==> src/rtl/batt_bar_pkg.sv <==
// Shared mode encoding, count-width derivation and thermometer encoder for the battery LED bar.
package batt_bar_pkg;

  localparam int MAX_LEDS = 64;

  typedef enum logic [1:0] {
    MODE_NORMAL,
    MODE_LOW,
    MODE_CHARGE
  } bar_mode_t;

  function automatic int count_width(input int n_leds);
    return $clog2(n_leds + 1);
  endfunction

  // Callers size-cast the result down to their own bar width.
  function automatic logic [MAX_LEDS-1:0] thermometer(input int unsigned count);
    logic [MAX_LEDS-1:0] t;
    for (int i = 0; i < MAX_LEDS; i++) begin
      t[i] = (unsigned'(i) < count);
    end
    return t;
  endfunction

endpackage

==> src/rtl/batt_tick_gen.sv <==
// Display-tick prescaler: counts 0..TICK_DIV-1 and flags the last count for exactly one cycle.
module batt_tick_gen #(
  parameter int TICK_DIV = 1000000
) (
  input  logic clk,
  input  logic rst,
  output logic tick_o
);

  localparam int CW = (TICK_DIV > 1) ? $clog2(TICK_DIV) : 1;

  logic [CW-1:0] cnt_q, cnt_d;

  assign tick_o = (cnt_q == CW'(TICK_DIV - 1));

  always_comb begin
    cnt_d = tick_o ? '0 : cnt_q + 1'b1;
  end

  always_ff @(posedge clk) begin
    if (rst) cnt_q <= '0;
    else     cnt_q <= cnt_d;
  end

endmodule

==> src/rtl/battery_bar_driver.sv <==
// Battery LED bar: ramped thermometer display, low-level blink, fill animation when BATT_CHARGE_ANIM_EN is defined.
// led_bar/low_warn are registered one cycle behind disp_count; no backpressure, a new level is taken on any valid cycle.
module battery_bar_driver
  import batt_bar_pkg::*;
#(
  parameter int N_LEDS      = 8,
  parameter int LEVEL_W     = 4,
  parameter int TICK_DIV    = 1000000,
  parameter int LOW_THRESH  = 1,
  parameter int BLINK_TICKS = 4
) (
  input  logic                             clk,
  input  logic                             rst,
  input  logic                             level_valid,
  input  logic [LEVEL_W-1:0]               level,
  input  logic                             charging,
  output logic [N_LEDS-1:0]                led_bar,
  output logic [count_width(N_LEDS)-1:0]   disp_count,
  output logic                             low_warn
);

  localparam int DW = count_width(N_LEDS);
  localparam int BW = (BLINK_TICKS > 1) ? $clog2(BLINK_TICKS) : 1;

  logic              tick;
  bar_mode_t         mode;
  logic              low;
  logic [31:0]       level_ext;
  logic [31:0]       low_count;
  logic [DW-1:0]     chg_count;
  logic [DW-1:0]     target_q, target_d;
  logic [DW-1:0]     disp_q, disp_d;
  logic [BW-1:0]     blink_cnt_q, blink_cnt_d;
  logic              phase_q, phase_d;
  logic [N_LEDS-1:0] led_q, led_d;
  logic              warn_q, warn_d;

  batt_tick_gen #(
    .TICK_DIV(TICK_DIV)
  ) u_tick (
    .clk   (clk),
    .rst   (rst),
    .tick_o(tick)
  );

  assign level_ext = 32'(level);
  assign low       = (32'(disp_q) <= 32'(LOW_THRESH));
  assign low_count = (disp_q == '0) ? 32'd1 : 32'(disp_q);

`ifdef BATT_CHARGE_ANIM_EN
  logic [DW-1:0] pos_q, pos_d;

  // pos_q sits at 0 outside CHARGE, so the max() makes the fill start from disp_count.
  assign chg_count = (pos_q > disp_q) ? pos_q : disp_q;

  always_comb begin
    pos_d = '0;
    if (mode == MODE_CHARGE) begin
      pos_d = chg_count;
      if (tick) pos_d = (32'(chg_count) >= 32'(N_LEDS)) ? disp_q : chg_count + 1'b1;
    end
  end

  always_ff @(posedge clk) begin
    if (rst) pos_q <= '0;
    else     pos_q <= pos_d;
  end
`else
  assign chg_count = disp_q;
`endif

  always_comb begin
    mode = MODE_NORMAL;
    if (charging) mode = MODE_CHARGE;
    else if (low) mode = MODE_LOW;

    target_d = target_q;
    if (level_valid) begin
      target_d = (level_ext > 32'(N_LEDS)) ? DW'(N_LEDS) : DW'(level_ext);
    end

    // Uses target_q, so a level arriving on a tick cycle only steers later ticks.
    disp_d = disp_q;
    if (tick) begin
      if (disp_q < target_q)      disp_d = disp_q + 1'b1;
      else if (disp_q > target_q) disp_d = disp_q - 1'b1;
    end

    blink_cnt_d = '0;
    phase_d     = 1'b1;
    if (mode == MODE_LOW) begin
      blink_cnt_d = blink_cnt_q;
      phase_d     = phase_q;
      if (tick) begin
        if (blink_cnt_q == BW'(BLINK_TICKS - 1)) begin
          blink_cnt_d = '0;
          phase_d     = !phase_q;
        end else begin
          blink_cnt_d = blink_cnt_q + 1'b1;
        end
      end
    end

    case (mode)
      MODE_CHARGE: led_d = N_LEDS'(thermometer(32'(chg_count)));
      MODE_LOW:    led_d = phase_q ? N_LEDS'(thermometer(low_count)) : '0;
      default:     led_d = N_LEDS'(thermometer(32'(disp_q)));
    endcase

    warn_d = low && !charging;
  end

  always_ff @(posedge clk) begin
    if (rst) begin
      target_q    <= '0;
      disp_q      <= '0;
      blink_cnt_q <= '0;
      phase_q     <= 1'b1;
      led_q       <= '0;
      warn_q      <= 1'b0;
    end else begin
      target_q    <= target_d;
      disp_q      <= disp_d;
      blink_cnt_q <= blink_cnt_d;
      phase_q     <= phase_d;
      led_q       <= led_d;
      warn_q      <= warn_d;
    end
  end

  assign led_bar    = led_q;
  assign disp_count = disp_q;
  assign low_warn   = warn_q;

endmodule

==> config.mk <==
export PLATFORM = sky130hd
export DESIGN_NAME = battery_bar_driver
export DESIGN_NICKNAME = d
export VERILOG_FILES = /design/src/rtl/batt_bar_pkg.sv /design/src/rtl/batt_tick_gen.sv /design/src/rtl/battery_bar_driver.sv
export SDC_FILE = /design/constraint.sdc
export NUM_CORES = 1
export LEC_CHECK = 0
export ABC_AREA = 1
export ABC_CLOCK_PERIOD_IN_PS = 1900
export CAP_MARGIN = 20
export CORE_ASPECT_RATIO = 0.5
export CORE_MARGIN = 5
export CORE_UTILIZATION = 45
export CTS_BUF_LIST = sky130_fd_sc_hd__clkbuf_4
export CTS_CLUSTER_SIZE = 25
export DETAILED_ROUTE_END_ITERATION = 8
export HOLD_SLACK_MARGIN = 0.06
export PLACE_DENSITY = 0.68
export SLEW_MARGIN = 10
export SYNTH_ARGS = -nofsm -noshare
export SYNTH_HDL_FRONTEND = slang
export SYNTH_HIERARCHICAL = 1
export SYNTH_SLANG_ARGS = --single-unit
==> constraint.sdc <==
create_clock -name clk -period 1.9 [get_ports clk]
set_input_delay 0.38 -clock clk [delete_from_list [all_inputs] [get_ports clk]]
set_output_delay 0.38 -clock clk [all_outputs]
set_load 0.02 [all_outputs]
==> run summary, run 1 <==
Outcome: finished clean
Dominant cell by count in the synthesized netlist: nand2_1
Sum of met3 wire segment lengths after detailed routing: 156 um
Compound-cell area share of the yosys netlist: 0.1077
Flop-to-flop setup slack: 0.20 ns
CP max FO: 9
Arrival time worst endpoint: 1.45 ns
Netlist Area Pre-Place: 2161 um2
Worst min-delay path class: reg -> reg
Leakage: 1.008 nW
Xor-xnor portion of the synthesized cell area: 0.02837
Cell Pwr Density: 596.1 nW/um2
DRC Markers: 0
Setup repair after global routing missed its margin: no
CP top delay family: buffers and inverters
Largest cells by area after synthesis: dfxtp_1, nand2_1, nor2_1
Post-synthesis sequential element count: 40
Cell row count: 17
Fraction of power consumed by sequential logic: 0.559
CTS tree: yes
Die boundary height: 59 um
Share of synthesized cell area in and, or, nand and nor gates: 0.3590
CP Class: reg -> out
Ant. Diodes: 0
WP data required: 1.52 ns
Measured slew at the worst slew-check pin: 0.2673 ns
Antenna Nets Post-Route: 0
Buffers on Ports: 20
Highest metal layer with signal wires: met4
Number of maximum-capacitance constraint violations: 0
Average instance area after synthesis: 7.275 um2
I/O Pins: 21
Global-route total usage across every layer: 0.1549
Count of unique library cells instantiated by Yosys: 32
Vias in the first global route: 1801
Met2 routed WL: 2075 um
Detailed placement HPWL: 3477 um
Share of synthesized flip-flops with an asynchronous set or reset: 0
Destination of the worst register-to-register timing path: disp_count[1]
Starting density of the core: 0.4792
# setup viols final: 0
Post-layout instance count excluding filler cells: 396
Maximum number of pins on one net before global-route repair: 21
Final count of pins violating max slew: 0
Series of cell instances along the critical path: clkdlybuf4s50_1
Post-cts hold buffer count: 0
Fmax achieved: 545.1 MHz
DRT met1 WL: 2184 um
First DRT Iteration DRCs: 46
Largest family of logic cells by synthesized area: simple AND/OR/NAND/NOR gates
Worst rel slew slack: 0.8211
Switching part of the total: 0.2282
Clock tree buffer depth: 2
Multiplexer share of the synthesized area: 0
Fill cell instance count of the final layout: 459
Post-Syn Nets: 315
Register area share after synthesis: 0.3706
Critical Path Start: disp_count[1]
Startpoint type of the worst setup path: register
Antenna violations before repair: 0
Internal power: 1.185 mW
Final #Nets: 347
Final hold slack: 0.4480 ns
Overall die width: 108 um
Clock transition at the registers of the reported paths: 0.12 ns
Number of instances in the synthesized netlist: 297
Startpoint of the lowest-slack register-to-register path: u_tick/cnt_q[0]
Routed wire length per instance: 11.27 um
TritonCTS buffer count: 5
Sum Neg Setup Slack: 0 ns
Final critical path time including I/O delays and setup: 1.835 ns
Slowest cell on the critical path: clkdlybuf4s50_1
Pre-antenna DRT Iters: 4
RePlAce Congestion: 0.8227
Remaining global-route overflow: 0
Dominant synthesized flop cell: dfxtp_1
Clock Skews: 0.006635 ns
Clock Root Buffer: clkbuf_4
Area enclosed by the die boundary: 6372 um2
Placeable core area: 4509 um2
Routed WL: 4463 um
Worst VDD drop: 263.9 uV
Number of cells on the worst reg-to-reg path: 10
Post-synth EDFFs: 0
Cell type with the largest total area after synthesis: dfxtp_1
Area share of the largest cell type after synthesis: 0.3706
Kind of end point of the critical path: primary output
Vias: 1899
Area added between synthesis and finish: 19.17%
Worst Hold Launch: u_tick/cnt_q[0]
Maximum level of the CTS H-tree: 2
Via-per-instance ratio: 4.795
Global-route wire length before repair: 7824 um
Logic depth of the worst setup path including buffers: 1
Power dissipated by switching net loads: 0.3502 mW
Cell total after placement: 388
Share of layout cells above drive strength 1: 0.1788
Hold Violations, Final: 0
Share of the cycle needed by the critical path after routing: 0.9656
Buffers inserted during post-CTS setup optimization: 0
Comb power frac: 0.067
Clock Sinks: 40
Slowest Stage Delay on Critical Path: 0.64 ns
Clock group share of total power: 0.373
Fraction of the mapped netlist area in adder cells: 0.05790
Top cell types by occurrence after synthesis: nand2_1, nor2_1, dfxtp_1
Number of instances resized during post-cts repair: 1
Insertion delay of the later-clocked pin in the worst-skew pair: 0.34 ns
Synth Warn #: 6
Capture point of the critical path: disp_count[1]
Worst Path Buf+Inv: 1
area by class of cell:
type                       instances  area [um2]  area share
sequential                        40       804.5      0.3124
clock inverter                     2       35.03     0.01361
tap                               66       82.58     0.03207
multi-input combinational        217        1209      0.4694
inverter                          37       138.9     0.05394
timing repair buffer              28       260.3      0.1011
clock buffer                       6       45.04     0.01749
layout by cell type, fill, tap and decap left out, types with 7 or more instances in the layout:
cell,count
nand2_1,64
nor2_1,48
dfxtp_1,37
inv_1,30
clkdlybuf4s50_1,20
nand3_1,18
a21oi_1,13
ha_1,9
buf_4,8
inv_2,7
nor2_2,7
power by group through the flow:
| stage | clock (mW) | combinational (mW) | sequential (mW) |
|---|---|---|---|
| finish | 0.573 | 0.104 | 0.858 |
| global route | 0.640 | 0.117 | 0.861 |
| CTS | 0.595 | 0.105 | 0.857 |
| detailed placement | 0 | 0.105 | 0.876 |
| global placement | 0 | 0.103 | 0.875 |
| floorplan | 0 | 0.0693 | 0.878 |
through the flow:
stage	power (mW)	cell area [um2]	setup slack [ns]	utilization
after detailed placement	0.9807	2486	0.1261	0.5513
after floorplan	0.9469	2170	0.06489	-
final	1.535	2575	0.06542	0.5710
after global placement	0.9781	2486	0.1948	0.5513
after CTS	1.558	2567	0.05340	0.5694
after global routing	1.618	2575	0.01596	0.5710
kinds of logic (layout without fill, tap and decap cells):
kind of cell / Yosys count / in the layout
DFF: 40 / 40
AOI/OAI and AO/OA: 35 / 35
and+or+nand+nor: 165 / 165
xor gates and xnor gates: 7 / 7
adders and majority gates: 10 / 10
buffers and inverters: 40 / 73
how the worst min path moves through the flow:
stage / end / slack (ns) / cells after the start
after detailed placement: u_tick/cnt_q[0] / 0.46 / 1
final: u_tick/cnt_q[0] / 0.45 / 1
after floorplan: u_tick/cnt_q[0] / 0.43 / 1
after global placement: u_tick/cnt_q[0] / 0.44 / 1
after global routing: u_tick/cnt_q[0] / 0.46 / 1
after CTS: target_q[2] / 0.48 / 2
sequential cells by signal, summed over array words and instances, names as in the netlist:
| register | count |
|---|---|
| led_bar | 8 |
| u_tick/cnt_q | 20 |
| phase_q | 1 |
| low_warn | 1 |
| disp_count | 4 |
| target_q | 4 |
| blink_cnt_q | 2 |
layer usage:
metal	vias up	global-route usage
met1	858	0.1962
met2	29	0.2633
met4	0	0.05396
met3	5	0.03591
li1	1007	-
met5	-	0
Power figures use the tool's default switching activity.
==> run 2, diff against run 1 <==
--- a/config.mk
+++ b/config.mk
@@ -15,7 +15,7 @@
 export CTS_CLUSTER_SIZE = 25
 export DETAILED_ROUTE_END_ITERATION = 8
 export HOLD_SLACK_MARGIN = 0.06
-export PLACE_DENSITY = 0.68
+export PLACE_DENSITY = 0.75
 export SLEW_MARGIN = 10
 export SYNTH_ARGS = -nofsm -noshare
 export SYNTH_HDL_FRONTEND = slang
==> run summary, run 2 (synthesis results as in run 1) <==
Worst VDD drop: 281.5 uV (was 263.9 uV)
Insertion delay of the later-clocked pin in the worst-skew pair: 0.37 ns (was 0.34 ns)
# setup viols final: 0 (unchanged)
Leading cell types in the layout, fill and taps excluded: nand2_1, nor2_1, dfxtp_1 (unchanged)
Maximum number of pins on one net before global-route repair: 21 (unchanged)
Area enclosed by the die boundary: 6372 um2 (unchanged)
Startpoint type of the worst setup path: register (unchanged)
WP data required: 1.52 ns (about the same)
Hold Violations, Final: 0 (unchanged)
Global-route wire length before repair: 8045 um (was 7824 um)
Worst Hold Launch: u_tick/cnt_q[0] (unchanged)
Clock Root Buffer: clkbuf_4 (unchanged)
Post-place setup slack: 0.1055 ns (was 0.1261 ns)
Slowest Stage Delay on Critical Path: 0.63 ns (was 0.64 ns)
Outcome: finished clean (unchanged)
Maximum level of the CTS H-tree: 2 (unchanged)
Measured slew at the worst slew-check pin: 0.2620 ns (was 0.2673 ns)
Clock Sinks: 40 (unchanged)
RePlAce Congestion: 0.9188 (was 0.8227)
I/O Pins: 21 (unchanged)
Clock transition at the registers of the reported paths: 0.12 ns (about the same)
CP Class: reg -> out (unchanged)
Cell total after placement: 388 (unchanged)
Ant. Diodes: 0 (unchanged)
Fin worst setup slack: 0.09330 ns (was 0.06542 ns)
Leakage: 1.010 nW (was 1.008 nW)
Buffers inserted during post-CTS setup optimization: 0 (unchanged)
Die boundary height: 59 um (unchanged)
Final #Nets: 347 (unchanged)
Vias in the first global route: 1919 (was 1801)
Buffers on Ports: 20 (unchanged)
Series of cell instances along the critical path: clkdlybuf4s50_1 (unchanged)
Flop-to-flop setup slack: 0.18 ns (was 0.20 ns)
Final hold slack: 0.4400 ns (was 0.4480 ns)
CP top delay family: buffers and inverters (unchanged)
Global-route total usage across every layer: 0.1576 (was 0.1549)
Worst Path Buf+Inv: 1 (unchanged)
Remaining global-route overflow: 0 (unchanged)
Placeable core area: 4509 um2 (unchanged)
DRC Markers: 0 (unchanged)
First DRT Iteration DRCs: 51 (was 46)
Cell row count: 17 (unchanged)
Worst min-delay path class: reg -> reg (unchanged)
Arrival time worst endpoint: 1.43 ns (was 1.45 ns)
Startpoint of the lowest-slack register-to-register path: u_tick/cnt_q[1] (was u_tick/cnt_q[0])
CP max FO: 8 (was 9)
Share of the cycle needed by the critical path after routing: 0.9509 (was 0.9656)
Number of maximum-capacitance constraint violations: 0 (unchanged)
Hold Crit Endpoint: u_tick/cnt_q[0] (unchanged)
Number of cells traversed by the worst hold path: 1 (unchanged)
Area added between synthesis and finish: 18.93% (was 19.17%)
Routed WL: 4562 um (was 4463 um)
Most frequent standard cell in the layout excluding fill and tap cells: nand2_1 (unchanged)
Destination of the worst register-to-register timing path: disp_count[2] (was disp_count[1])
Sum Neg Setup Slack: 0 ns (unchanged)
Routed wire length per instance: 11.52 um (was 11.27 um)
Fmax achieved: 553.5 MHz (was 545.1 MHz)
Starting density of the core: 0.4792 (unchanged)
Most flop-heavy register: u_tick/cnt_q (unchanged)
Post-layout instance count excluding filler cells: 396 (unchanged)
Detailed placement HPWL: 3439 um (was 3477 um)
Final core area utilization: 0.5699 (was 0.5710)
Setup repair after global routing missed its margin: no (unchanged)
Slowest cell on the critical path: clkdlybuf4s50_1 (unchanged)
CTS tree: yes (unchanged)
Number of cells on the worst reg-to-reg path: 9 (was 10)
Clock tree buffer depth: 2 (unchanged)
Antenna violations before repair: 0 (unchanged)
Cell Pwr Density: 598.9 nW/um2 (was 596.1 nW/um2)
Overall die width: 108 um (unchanged)
Share of layout cells above drive strength 1: 0.1758 (was 0.1788)
Pre-antenna DRT Iters: 4 (unchanged)
TritonCTS buffer count: 5 (unchanged)
Worst rel slew slack: 0.8245 (was 0.8211)
Max FFs per register: 20 (unchanged)
Kind of end point of the critical path: primary output (unchanged)
Final count of pins violating max slew: 0 (unchanged)
Fill cell instance count of the final layout: 431 (was 459)
Final critical path time including I/O delays and setup: 1.807 ns (was 1.835 ns)
Via-per-instance ratio: 4.874 (was 4.795)
Antenna Nets Post-Route: 0 (unchanged)
Vias: 1930 (was 1899)
Clock Skews: 0.01475 ns (was 0.006635 ns)
## run 2: power breakdown
part	switching [mW]	internal (mW)
registers	0.00735	0.850
logic	0.0598	0.0437
clock network	0.304	0.274
## run 2: worst reg2reg max path, stage by stage (launching register included)
cell and delay [ns]:
dfxtp_1 0.37, ha_1 0.21, nand3_2 0.10, nor2_2 0.13, nand2_1 0.12, nor4_4 0.26, buf_4 0.19, nand2_4 0.07
nor2_1 0.14, nor2_2 0.05
## run 2: routing by layer
metal,GRT usage,up-vias,share of wire
met4,0.05935,0,0.012
met3,0.04788,6,0.037
met1,0.1947,878,0.48
li1,-,1008,-
met2,0.2633,38,0.47
met5,0,-,0
## run 2: worst max path at each step
stage	startpoint	endpoint	slack [ns]	cells past startpoint
after CTS	disp_count[0]	disp_count[0]	0.08	1
final	disp_count[0]	disp_count[0]	0.09	1
after global routing	u_tick/cnt_q[1]	disp_count[1]	0.03	10
after global placement	u_tick/cnt_q[0]	disp_count[1]	0.20	10
after detailed placement	u_tick/cnt_q[0]	disp_count[1]	0.11	10
after floorplan	u_tick/cnt_q[0]	disp_count[1]	0.06	10
## run 2: cell type report
type                            instances  area [um2]  area share
Sequential cell                        40       803.3      0.3126
Tap cell                               66       82.58     0.03213
Multi-Input combinational cell        217        1206      0.4693
Inverter                               37       138.9     0.05404
Clock buffer                            5       37.54     0.01461
Timing Repair Buffer                   28       259.0      0.1008
Clock inverter                          3       42.54     0.01655
## run 2: stage by stage
stage                     instance area, um2  power (mW)
after CTS                               2566       1.550
after global routing                    2570       1.611
final                                   2570       1.539
after global placement                  2486      0.9768
after detailed placement                2486      0.9799
after floorplan                         2170      0.9469
## run 2: timing repair
| item | 4_1_cts | 5_1_grt |
|---|---|---|
| hold buffers | 0 | 0 |
| endpoints found under the setup margin | 2 | 5 |
| resized for setup | 2 | 3 |
| gates cloned | 0 | 0 |
==> run 3, diff against run 2 <==
--- a/config.mk
+++ b/config.mk
@@ -6,7 +6,7 @@
 export NUM_CORES = 1
 export LEC_CHECK = 0
 export ABC_AREA = 1
-export ABC_CLOCK_PERIOD_IN_PS = 1900
+export ABC_CLOCK_PERIOD_IN_PS = 2150
 export CAP_MARGIN = 20
 export CORE_ASPECT_RATIO = 0.5
 export CORE_MARGIN = 5
@@ -15,7 +15,7 @@
 export CTS_CLUSTER_SIZE = 25
 export DETAILED_ROUTE_END_ITERATION = 8
 export HOLD_SLACK_MARGIN = 0.06
-export PLACE_DENSITY = 0.75
+export PLACE_DENSITY = 0.72
 export SLEW_MARGIN = 10
 export SYNTH_ARGS = -nofsm -noshare
 export SYNTH_HDL_FRONTEND = slang
==> constraint.sdc (replaced) <==
create_clock -name clk -period 2.15 [get_ports clk]
set_input_delay 0.43 -clock clk [delete_from_list [all_inputs] [get_ports clk]]
set_output_delay 0.43 -clock clk [all_outputs]
set_load 0.02 [all_outputs]
==> run summary, run 3 (synthesis results as in run 1) <==
Outcome: finished clean (unchanged)
Insertion delay of the later-clocked pin in the worst-skew pair: 0.35 ns (was 0.37 ns)
Leading cell types in the layout, fill and taps excluded: nand2_1, nor2_1, dfxtp_1 (unchanged)
Worst VDD drop: 223.8 uV (was 281.5 uV)
Placeable core area: 4509 um2 (unchanged)
Clock tree buffer depth: 2 (unchanged)
Final hold slack: 0.4847 ns (was 0.4400 ns)
Final critical path time including I/O delays and setup: 2.026 ns
Maximum number of pins on one net before global-route repair: 21 (unchanged)
Kind of end point of the critical path: primary output (unchanged)
Setup repair after global routing missed its margin: no (unchanged)
Share of layout cells above drive strength 1: 0.1534 (was 0.1758)
Clock Root Buffer: clkbuf_4 (unchanged)
CTS tree: yes (unchanged)
Via-per-instance ratio: 4.857 (was 4.874)
Slowest Stage Delay on Critical Path: 0.68 ns (was 0.63 ns)
Leakage: 0.9608 nW (was 1.010 nW)
Ant. Diodes: 0 (unchanged)
Clock transition at the registers of the reported paths: 0.12 ns (about the same)
Vias in the first global route: 1797 (was 1919)
Cell Pwr Density: 492.9 nW/um2 (was 598.9 nW/um2)
Share of the cycle needed by the critical path after routing: 0.9423
Worst rel slew slack: 0.7535 (was 0.8245)
Worst Path Buf+Inv: 1 (unchanged)
Global-route total usage across every layer: 0.1515 (was 0.1576)
Comb power frac: 0.075 (was 0.067)
Area added between synthesis and finish: 15.87% (was 18.93%)
TritonCTS buffer count: 5 (unchanged)
Series of cell instances along the critical path: clkdlybuf4s50_1 (unchanged)
Maximum level of the CTS H-tree: 2 (unchanged)
CP max FO: 8 (unchanged)
Pre-antenna DRT Iters: 4 (unchanged)
Arrival time worst endpoint: 1.60 ns (was 1.43 ns)
Fraction of power consumed by sequential logic: 0.614 (was 0.557)
Number of maximum-capacitance constraint violations: 0 (unchanged)
CP top delay family: buffers and inverters (unchanged)
Worst min-delay path class: reg -> reg (unchanged)
Routed WL: 4399 um (was 4562 um)
Fmax achieved: 493.6 MHz
Antenna Nets Post-Route: 0 (unchanged)
Routed wire length per instance: 11.22 um (was 11.52 um)
# setup viols final: 0 (unchanged)
Sum Neg Setup Slack: 0 ns (unchanged)
Buffers on Ports: 20 (unchanged)
DRC Markers: 0 (unchanged)
Hold Violations, Final: 0 (unchanged)
Measured slew at the worst slew-check pin: 0.3692 ns (was 0.2620 ns)
Clock Sinks: 40 (unchanged)
Clock Skews: 0.01277 ns (was 0.01475 ns)
Most flop-heavy register: u_tick/cnt_q (unchanged)
Die boundary height: 59 um (unchanged)
Remaining global-route overflow: 0 (unchanged)
Slowest cell on the critical path: clkdlybuf4s50_1 (unchanged)
Startpoint type of the worst setup path: register (unchanged)
Internal power: 0.9154 mW (was 1.168 mW)
Vias: 1904 (was 1930)
Cell row count: 17 (unchanged)
Post-cts hold buffer count: 0 (unchanged)
Fill cell instance count of the final layout: 443 (was 431)
First DRT Iteration DRCs: 45 (was 51)
Starting density of the core: 0.4792 (unchanged)
Antenna violations before repair: 0 (unchanged)
Number of instances resized during post-cts repair: 0 (was 2)
Power dissipated by switching net loads: 0.3187 mW (was 0.3708 mW)
I/O Pins: 21 (unchanged)
Global-route wire length before repair: 7817 um (was 8045 um)
Overall die width: 108 um (unchanged)
RePlAce Congestion: 0.9047 (was 0.9188)
Max FFs per register: 20 (unchanged)
Buffers inserted during post-CTS setup optimization: 0 (unchanged)
Most frequent standard cell in the layout excluding fill and tap cells: nand2_1 (unchanged)
Area enclosed by the die boundary: 6372 um2 (unchanged)
WP data required: 1.72 ns (was 1.52 ns)
Switching part of the total: 0.2582 (was 0.2409)
Clock group share of total power: 0.311 (was 0.375)
Final count of pins violating max slew: 0 (unchanged)
Fin worst setup slack: 0.1241 ns (was 0.09330 ns)
Post-place setup slack: 0.2505 ns (was 0.1055 ns)
CP Class: reg -> out (unchanged)
Detailed placement HPWL: 3407 um (was 3439 um)
Final #Nets: 343 (was 347)
run 3: cell count changes in the layout (fill, tap and decap cells not counted), sizes merged:
cell | previous run | this run
clkinv | 1 | 3
clkinvlp | 1 | 0
dlygate4sd2 | 1 | 0
buf | 8 | 4
bufinv | 1 | 0
clkdlybuf4s50 | 19 | 20
run 3: power by group through the flow:
stage	sequential, mW	clock [mW]	combinational, mW
final	0.758	0.384	0.0923
after global routing	0.760	0.426	0.101
after CTS	0.758	0.392	0.0924
after detailed placement	0.775	0	0.0922
after global placement	0.774	0	0.0904
after floorplan	0.776	0	0.0612
run 3: final timing paths:
path                   start  cells after the start              end  slack, ns
min reg2reg  u_tick/cnt_q[0]                      1  u_tick/cnt_q[0]       0.48
max reg2reg  u_tick/cnt_q[0]                     10    disp_count[1]       0.23
min          u_tick/cnt_q[0]                      1  u_tick/cnt_q[0]       0.48
max            disp_count[3]                      1    disp_count[3]       0.12
run 3: routing by layer:
layer  GRT usage  part of all wire  vias up
li1            -                 -      998
met5           0                 0        -
met3     0.03264             0.032        5
met4     0.04676            0.0077        0
met1      0.1981              0.50      875
met2      0.2544              0.46       26
run 3: through the flow:
step,instance area [um2],instances,utilization,power [mW]
6_report,2504,392,0.5552,1.234
5_1_grt,2504,392,0.5552,1.288
4_1_cts,2504,392,0.5552,1.242
3_5_place_dp,2447,384,0.5427,0.8669
3_3_place_gp,2447,384,0.5427,0.8642
2_1_floorplan,2161,297,-,0.8368
run 3: final cells by class:
class                           instances  area [um2]  share of cell area
Multi-Input combinational cell        217        1195              0.4773
Sequential cell                        40       800.8              0.3198
Timing Repair Buffer                   24       230.2             0.09195
Inverter                               37       138.9             0.05547
Tap cell                               66       82.58             0.03298
Clock buffer                            5       37.54             0.01499
Clock inverter                          3       18.77            0.007496
